<file path="src/rtl/cpu_types_pkg.sv">
// Shared types for the 5-stage core: pipeline-control FSM state and per-latch control.
package cpu_types_pkg;

   typedef enum logic [1:0] {RUN, DWAIT, HALTED} pipe_state_t;

   typedef struct packed {
      logic en;
      logic flush;
   } stage_ctrl_t;

   localparam stage_ctrl_t SC_HOLD  = '{en: 1'b0, flush: 1'b0};
   localparam stage_ctrl_t SC_ADV   = '{en: 1'b1, flush: 1'b0};
   localparam stage_ctrl_t SC_FLUSH = '{en: 1'b0, flush: 1'b1};

endpackage

</file>
<file path="src/rtl/sat_counter.sv">
// Up-counter that sticks at all-ones instead of wrapping.
module sat_counter #(
   parameter int W = 32
) (
   input  logic         CLK,
   input  logic         RST,
   input  logic         inc,
   output logic [W-1:0] count
);

   always_ff @(posedge CLK) begin
      if (RST)
         count <= '0;
      else if (inc && (count != '1))
         count <= count + W'(1);
   end

endmodule

</file>
<file path="src/rtl/pipeline_ctrl.sv">
// Pipeline latch enable/flush generation, dcache wait and halt sequencing for the 5-stage core.
module pipeline_ctrl
   import cpu_types_pkg::*;
#(
   parameter int CNT_W = 32
) (
   input  logic             CLK,
   input  logic             RST,
   input  logic             lwForwardA,
   input  logic             lwForwardB,
   input  logic             jump_id,
   input  logic             branch_mem,
   input  logic             dREN_mem,
   input  logic             dWEN_mem,
   input  logic             dhit,
   input  logic             ihit,
   input  logic             halt_wb,
   output logic             pc_en,
   output logic             ifid_en,
   output logic             ifid_flush,
   output logic             idex_en,
   output logic             idex_flush,
   output logic             exmem_en,
   output logic             exmem_flush,
   output logic             memwb_en,
   output logic             halted,
   output logic [CNT_W-1:0] stall_cnt,
   output logic [CNT_W-1:0] flush_cnt
);

   pipe_state_t state, nxt_state;
   stage_ctrl_t ifid_c, idex_c, exmem_c;
   logic        pc_c, memwb_c;
   logic        lu, dmem, fetch_ok, run, br_take, jmp_take;
   logic        ihit_pend;

   assign lu       = lwForwardA | lwForwardB;
   assign dmem     = dREN_mem | dWEN_mem;
   assign fetch_ok = ihit | ihit_pend;

   always_comb begin
      nxt_state = state;
      pc_c      = 1'b0;
      memwb_c   = 1'b0;
      ifid_c    = SC_HOLD;
      idex_c    = SC_HOLD;
      exmem_c   = SC_HOLD;
      br_take   = 1'b0;
      jmp_take  = 1'b0;
      run       = 1'b0;
      case (state)
         RUN:     run = 1'b1;
         DWAIT:   begin
                     run = dhit;
                     if (dhit) nxt_state = RUN;
                  end
         default: run = 1'b0;
      endcase
      // In DWAIT run implies dhit, so the dmem-stall arm can never re-enter DWAIT there.
      if (run) begin
         if (halt_wb) begin
            nxt_state = HALTED;
         end else if (dmem && !dhit) begin
            nxt_state = DWAIT;
         end else if (branch_mem) begin
            pc_c    = 1'b1;
            ifid_c  = SC_FLUSH;
            idex_c  = SC_FLUSH;
            exmem_c = SC_FLUSH;
            memwb_c = 1'b1;
            br_take = 1'b1;
         end else if (lu) begin
            idex_c  = SC_FLUSH;
            exmem_c = SC_ADV;
            memwb_c = 1'b1;
         end else if (jump_id) begin
            pc_c     = 1'b1;
            ifid_c   = SC_FLUSH;
            idex_c   = SC_ADV;
            exmem_c  = SC_ADV;
            memwb_c  = 1'b1;
            jmp_take = 1'b1;
         end else if (!fetch_ok) begin
            ifid_c  = SC_FLUSH;
            idex_c  = SC_ADV;
            exmem_c = SC_ADV;
            memwb_c = 1'b1;
         end else begin
            pc_c    = 1'b1;
            ifid_c  = SC_ADV;
            idex_c  = SC_ADV;
            exmem_c = SC_ADV;
            memwb_c = 1'b1;
         end
      end
      if (RST) begin
         nxt_state = RUN;
         pc_c      = 1'b0;
         memwb_c   = 1'b0;
         ifid_c    = SC_FLUSH;
         idex_c    = SC_FLUSH;
         exmem_c   = SC_FLUSH;
         br_take   = 1'b0;
         jmp_take  = 1'b0;
      end
   end

   // A flush always wins over the enable on the same latch.
   assign pc_en       = pc_c;
   assign ifid_en     = ifid_c.en  & ~ifid_c.flush;
   assign ifid_flush  = ifid_c.flush;
   assign idex_en     = idex_c.en  & ~idex_c.flush;
   assign idex_flush  = idex_c.flush;
   assign exmem_en    = exmem_c.en & ~exmem_c.flush;
   assign exmem_flush = exmem_c.flush;
   assign memwb_en    = memwb_c;

   always_ff @(posedge CLK) begin
      if (RST) begin
         state     <= RUN;
         halted    <= 1'b0;
         ihit_pend <= 1'b0;
      end else begin
         state  <= nxt_state;
         halted <= (nxt_state == HALTED);
         // Remember an icache return that arrived while the PC was frozen.
         if (pc_c || br_take || jmp_take)
            ihit_pend <= 1'b0;
         else if (ihit)
            ihit_pend <= 1'b1;
      end
   end

   sat_counter #(.W(CNT_W)) u_stall_cnt (
      .CLK   (CLK),
      .RST   (RST),
      .inc   (!pc_c && (state != HALTED)),
      .count (stall_cnt)
   );

   sat_counter #(.W(CNT_W)) u_flush_cnt (
      .CLK   (CLK),
      .RST   (RST),
      .inc   (br_take),
      .count (flush_cnt)
   );

endmodule
</file>
<file path="config.mk">
export PLATFORM = sky130hd
export DESIGN_NAME = pipeline_ctrl
export DESIGN_NICKNAME = d
export VERILOG_FILES = /design/src/rtl/cpu_types_pkg.sv /design/src/rtl/sat_counter.sv /design/src/rtl/pipeline_ctrl.sv
export SDC_FILE = /design/constraint.sdc
export NUM_CORES = 1
export LEC_CHECK = 0
export CAP_MARGIN = 20
export CORE_ASPECT_RATIO = 1.5
export CORE_UTILIZATION = 38
export CTS_CLUSTER_SIZE = 20
export DETAILED_ROUTE_END_ITERATION = 12
export GPL_TIMING_DRIVEN = 1
export SYNTH_ARGS = -nofsm -noshare
export SYNTH_HDL_FRONTEND = slang
export SYNTH_SLANG_ARGS = --single-unit
</file>
<file path="constraint.sdc">
create_clock -name CLK -period 2.4 [get_ports CLK]
set_input_delay 0.48 -clock CLK [delete_from_list [all_inputs] [get_ports CLK]]
set_output_delay 0.48 -clock CLK [all_outputs]
set_load 0.01 [all_outputs]
</file>
==> flow_summary.yaml, run 1 <==
grt:
  grt-ovfl-total: 0
  grt_use_total: 0.217
  antenna_found_initial: 0
  first_global_vias: 3674
  grt_pass1_wl_mm: 17.9
  grt_start_max_net_pins: 66
run:
  maxCapViolCount: 0
timing:
  max_freq_mhz: 422
  setup_viol: 0
  drv_slew: 0
  fin_crit_sh: 0.987
  fin_skew_ns: 0.00476
  fin_crit_ns: 2.37
  max_slew_margin: 0.525
  tightest_slew_ns: 0.712
  grt_setup_unrepaired: "yes"
  hold_viol: 0
synth:
  yosysTopAreaCell: "dfxtp_1"
  synthFlopType: "dfxtp_1"
  synthTopCellsByCount: "68 x dfxtp_1, 43 x a21oi_1, 32 x nor2_1"
  synth_top_cell_area_share: 0.362
  avgSynthCellArea_um2: 8.56
  netlist_area_um2: 3760
  synthMuxAreaShare: 0.0280
  yosysMostFrequentCell: "dfxtp_1"
  syn_nets: 452
  ys_seq_area_frac: 0.362
  synth_cell_types: 63
  synth-simple-area-share: 0.314
  ys_seq_elements: 68
  synthAdderAreaFrac: 0.00666
  async_flop_share: 0
  synth_xor_area_frac: 0.00932
  synth_edf_count: 0
  synthCells: 439
  synthTopCellsByArea: "dfxtp_1 36%, o31ai_1 6.2%, or4_1 6.0%, a21oi_1 5.7%, nor2_1 3.2%"
  synth_top_family_by_area: "simple AND/OR/NAND/NOR gates"
  synth_compound_gate_area_share: 0.230
  yosys_warnings: 0
clock_network:
  hold_buffers: 0
  cts_tree: "yes"
  clkTransAtPathRegs_ns: 0.06
  clock_latency_ns: 0.34
  cts_buffer_depth: 2
  cts_sinks: 68
  clockRootBuffer: "clkbuf_16"
  cts_made_buffers: 9
  htree_levels: 3
cells_and_area:
  area_delta_synth_final_pct: 41.8
  drive_above_1_share: 0.186
  stdcell_count: 685
  antenna_cells: 0
  final_util: 0.553
  nNetsFinal: 579
detailed_routing:
  ant_nets: 0
  post-route-drc-count: 0
  wl_mm: 11.0
  drt_iter0_drc: 124
  route.vias.total: 4006
  viasPerCell: 5.85
  avgRoutedWirePerCell_um: 16.1
  dr.pass1.iters: 4
power:
  leakagePower_uw: 0.00178
  power_density_nw_per_um2: 485
  ir_worst_vdd_mv: 0.405
worst_setup_path:
  arrival_ns: 1.89
  start_kind: "input pin"
  critPathMaxFanout: 7
  worstSetupPathType: "input pin to output pin"
  critPathCaptureType: "output pin"
  worstPathRequired_ns: 1.92
floorplanning:
  fp-row-count: 44
  die_w_um: 83.2
  core_area_um2: 9630
  ioPinCount: 84
  die-area_um2: 10300
  die_h_um: 124
  initial_utilization: 0.390
placement:
  dp_hpwl_mm: 7.97
  port_buffers: 83
  dp.cells: 668
  gp_congestion: 0.834
min_path:
  min_path_type: "register to register"
outcome:
  status: "finished, final reports clean"
[kinds of logic (layout without fill, tap and decap cells)]
family	after synthesis	after routing
AND/OR/NAND/NOR	194	194
AO/OA/AOI/OAI	126	126
XOR/XNOR	4	4
buffers and inverters	36	167
multiplexers	9	9
adder cells (fa/ha/maj)	2	2
flip-flops	68	68
[repair_timing]
item	CTS	global route
resized for setup	22	7
setup endpoints to repair	8	6
buffers inserted	2	0
pin swaps	4	3
[layout make-up]
class | count | area [µm²]
Fill cell | 881 | 4310
Multi-Input combinational cell | 335 | 2240
Sequential cell | 68 | 1360
Timing Repair Buffer | 138 | 1260
Clock buffer | 13 | 260
Tap cell | 115 | 144
Inverter | 14 | 52.6
Clock inverter | 2 | 10.0
[placed cells by master, fill, tap and decap left out, types with 3 or more instances in the layout]
cell / synthesis / layout
a2111oi_0: 3 / 3
a21oi_1: 43 / 43
and2_1: 5 / 5
and3_1: 6 / 6
and4_1: 5 / 5
buf_4: 1 / 51
clkbuf_16: 0 / 9
clkdlybuf4s50_1: 0 / 70
dfxtp_1: 68 / 68
dlygate4sd2_1: 0 / 7
inv_1: 14 / 14
mux2_2: 3 / 3
mux2i_1: 3 / 3
nand2_1: 31 / 31
nand3_1: 21 / 21
nand4_1: 15 / 15
nor2_1: 32 / 29
nor2_2: 1 / 4
nor2b_1: 4 / 4
nor3_1: 6 / 6
nor4_1: 6 / 5
nor4_2: 3 / 4
o2111ai_1: 8 / 8
o21ai_0: 13 / 13
o311ai_0: 5 / 5
o31ai_1: 31 / 31
o41ai_1: 8 / 8
or2_2: 4 / 4
or3_1: 8 / 7
or4_1: 30 / 30
xnor2_1: 4 / 4
[state kept, by name (all words and copies together) (netlist names)]
register and count:
ihit_pend 1, halted 1, u_flush_cnt.count 32, state 2, u_stall_cnt.count 32
[critical path, cell delays in order]
cell and delay (ns):
clkdlybuf4s50_1 0.50, o211ai_2 0.15, buf_6 0.17, inv_1 0.05, clkdlybuf4s50_1 0.54
[stage by stage]
step                      TNS (ns)  worst slack (ns)  area, µm²  hold WS, ns  total power, µW
after global routing       -0.0241           -0.0241       5330        0.520             2670
after detailed placement    -10.10            -0.492       5020        0.495             1370
after floorplan                  0             0.211       3760        0.504             1260
after CTS                        0           0.00695       5330        0.504             2620
final                            0            0.0303       5330        0.501             2590
after global placement       -7.77            -0.458       5020        0.478             1360
[where the power goes]
part           switching (µW)  total (µW)  internal (µW)
logic                     105         196           91.0
clock network             492        1240            747
registers                9.83        1150           1140
total                     608        2590           1980
[path summary, 6_finish.rpt]
kind | from | endpoint | slack, ns | depth (start not counted)
setup / recovery | dhit | memwb_en | 0.03 | 5
hold / removal | u_flush_cnt.count[14] | u_flush_cnt.count[14] | 0.50 | 2
setup reg to reg | u_flush_cnt.count[11] | u_flush_cnt.count[21] | 0.17 | 6
hold reg to reg | u_flush_cnt.count[14] | u_flush_cnt.count[14] | 0.50 | 2
[routing by layer]
metal	part of all wire	GRT usage
met1	0.42	0.253
met2	0.52	0.392
met3	0.040	0.0444
met4	0.017	0.0819
met5	0	0
(Power assumes the default switching activity.)
==> run 2: changes to the inputs <==
REMOVE_ABC_BUFFERS = 1   (was not set)
==> run 2 against run 1 <==
Against the previous run: fmax is 1.8% higher; total power up 4.0%; via count shrank 0.72%; final area decreased by 0.82%; clock-buffer cell count down 1; combinational power is 4% lower; first-iteration DRC count grew 39%; clock power rose by 9%; critical path type unchanged.
==> flow_summary.yaml, run 2 (same netlist as run 1, synthesis figures left out) <==
clock_network:
  clock_latency_ns: 0.33
  cts_sinks: 68
  cts_made_buffers: 9
  cts_buffer_depth: 2
  htree_levels: 3
  clkTransAtPathRegs_ns: 0.05
  cts_tree: "yes"
  clockRootBuffer: "clkbuf_16"
detailed_routing:
  post-route-drc-count: 0
  viasPerCell: 5.87
  route.vias.total: 3977
  ant_nets: 0
  avgRoutedWirePerCell_um: 16.3
  drt_iter0_drc: 172
  dr.pass1.iters: 4
  wl_mm: 11.0
grt:
  first_global_vias: 3794
  grt-ovfl-total: 0
  grt_start_max_net_pins: 66
  grt_pass1_wl_mm: 17.9
  antenna_found_initial: 0
  grt_use_total: 0.215
worst_setup_path:
  arrival_ns: 1.85
  reg2reg_from: "u_flush_cnt.count[10]"
  rrSetupSlack_ns: 0.19
  worstSetupPathType: "input pin to output pin"
  cp-startpoint: "jump_id"
  critPathCaptureType: "output pin"
  worstPathRequired_ns: 1.92
  critPathMaxFanout: 4
  start_kind: "input pin"
power:
  ir_worst_vdd_mv: 0.458
  power_density_nw_per_um2: 509
  leakagePower_uw: 0.00176
cells_and_area:
  stdcell_count: 677
  layout_common_cells: "71 x clkdlybuf4s50_1, 68 x dfxtp_1, 43 x a21oi_1, 43 x buf_4"
  fill_cells: 925
  drive_above_1_share: 0.167
  nNetsFinal: 570
  largestRegisters: "u_flush_cnt.count: 32 flops, u_stall_cnt.count: 32 flops, state: 2 flops"
  antenna_cells: 0
  area_delta_synth_final_pct: 40.7
  final_common_cell: "clkdlybuf4s50_1"
  final_util: 0.549
  post-route-cell-area_um2: 5290
timing:
  grt_setup_unrepaired: "no"
  worst_slack_ns: 0.0713
  max_slew_margin: 0.513
  setup_viol: 0
  fin_crit_ns: 2.33
  hold_viol: 0
  max_freq_mhz: 429
  fin_crit_sh: 0.970
  holdWs_ns: 0.495
  tightest_slew_ns: 0.730
  fin_skew_ns: 0.00591
  drv_slew: 0
floorplanning:
  fp-row-count: 44
  die-area_um2: 10300
  die_w_um: 83.2
  initial_utilization: 0.390
  core_area_um2: 9630
  die_h_um: 124
  ioPinCount: 84
placement:
  dp_hpwl_mm: 7.88
  gp_congestion: 0.944
  port_buffers: 83
  dp_slack_ns: -0.438
  dp.cells: 660
  place_area_um2: 4960
min_path:
  worstHoldStart: "u_stall_cnt.count[29]"
  min_path_type: "register to register"
outcome:
  status: "finished, final reports clean"
run:
  maxCapViolCount: 0
[run 2: layout make-up]
class / instances / area (µm²) / area share
multi-input combinational: 335 / 2230 / 0.422
inverter: 14 / 52.6 / 0.00994
tap: 115 / 144 / 0.0272
clock buffer: 12 / 256 / 0.0485
sequential: 68 / 1360 / 0.258
clock inverter: 4 / 47.5 / 0.00900
timing repair buffer: 129 / 1190 / 0.225
[run 2: worst paths after layout]
path | endpoint | depth (start not counted)
max reg2reg | u_flush_cnt.count[26] | 5
max | pc_en | 6
min | u_stall_cnt.count[29] | 2
min reg2reg | u_stall_cnt.count[29] | 2
[run 2: layer usage]
metal	global-route usage	share of wire	vias up
li1	-	-	1951
met1	0.244	0.42	1917
met2	0.391	0.52	95
met3	0.0457	0.043	14
met4	0.0938	0.017	0
met5	0	0	-
[run 2: where the power goes]
part	internal [µW]	total (µW)	switching, µW	leakage, µW
Sequential	1140	1150	9.37	0.000549
Combinational	84.9	188	103	0.00107
Clock	858	1350	495	0.000149
Total	2080	2690	607	0.00176
[run 2: worst max-delay path, cell delays in order]
cell and delay [ns]:
clkdlybuf4s50_1 0.41, or3_1 0.33, a21oi_2 0.17, buf_4 0.15, nor2_1 0.04, dlygate4sd2_1 0.28
[run 2: through the flow]
step / setup TNS (ns) / total power [µW]
floorplan: -4.86 / 1240
global placement: -6.02 / 1360
detailed placement: -6.89 / 1360
CTS: 0 / 2720
global route: 0 / 2780
finish: 0 / 2690
[run 2: repair_timing]
action,4_1_cts,5_1_grt
resized for setup,15,8
setup buffers,1,0
setup endpoints to repair,9,6
pin swaps,5,3
hold buffers,0,0
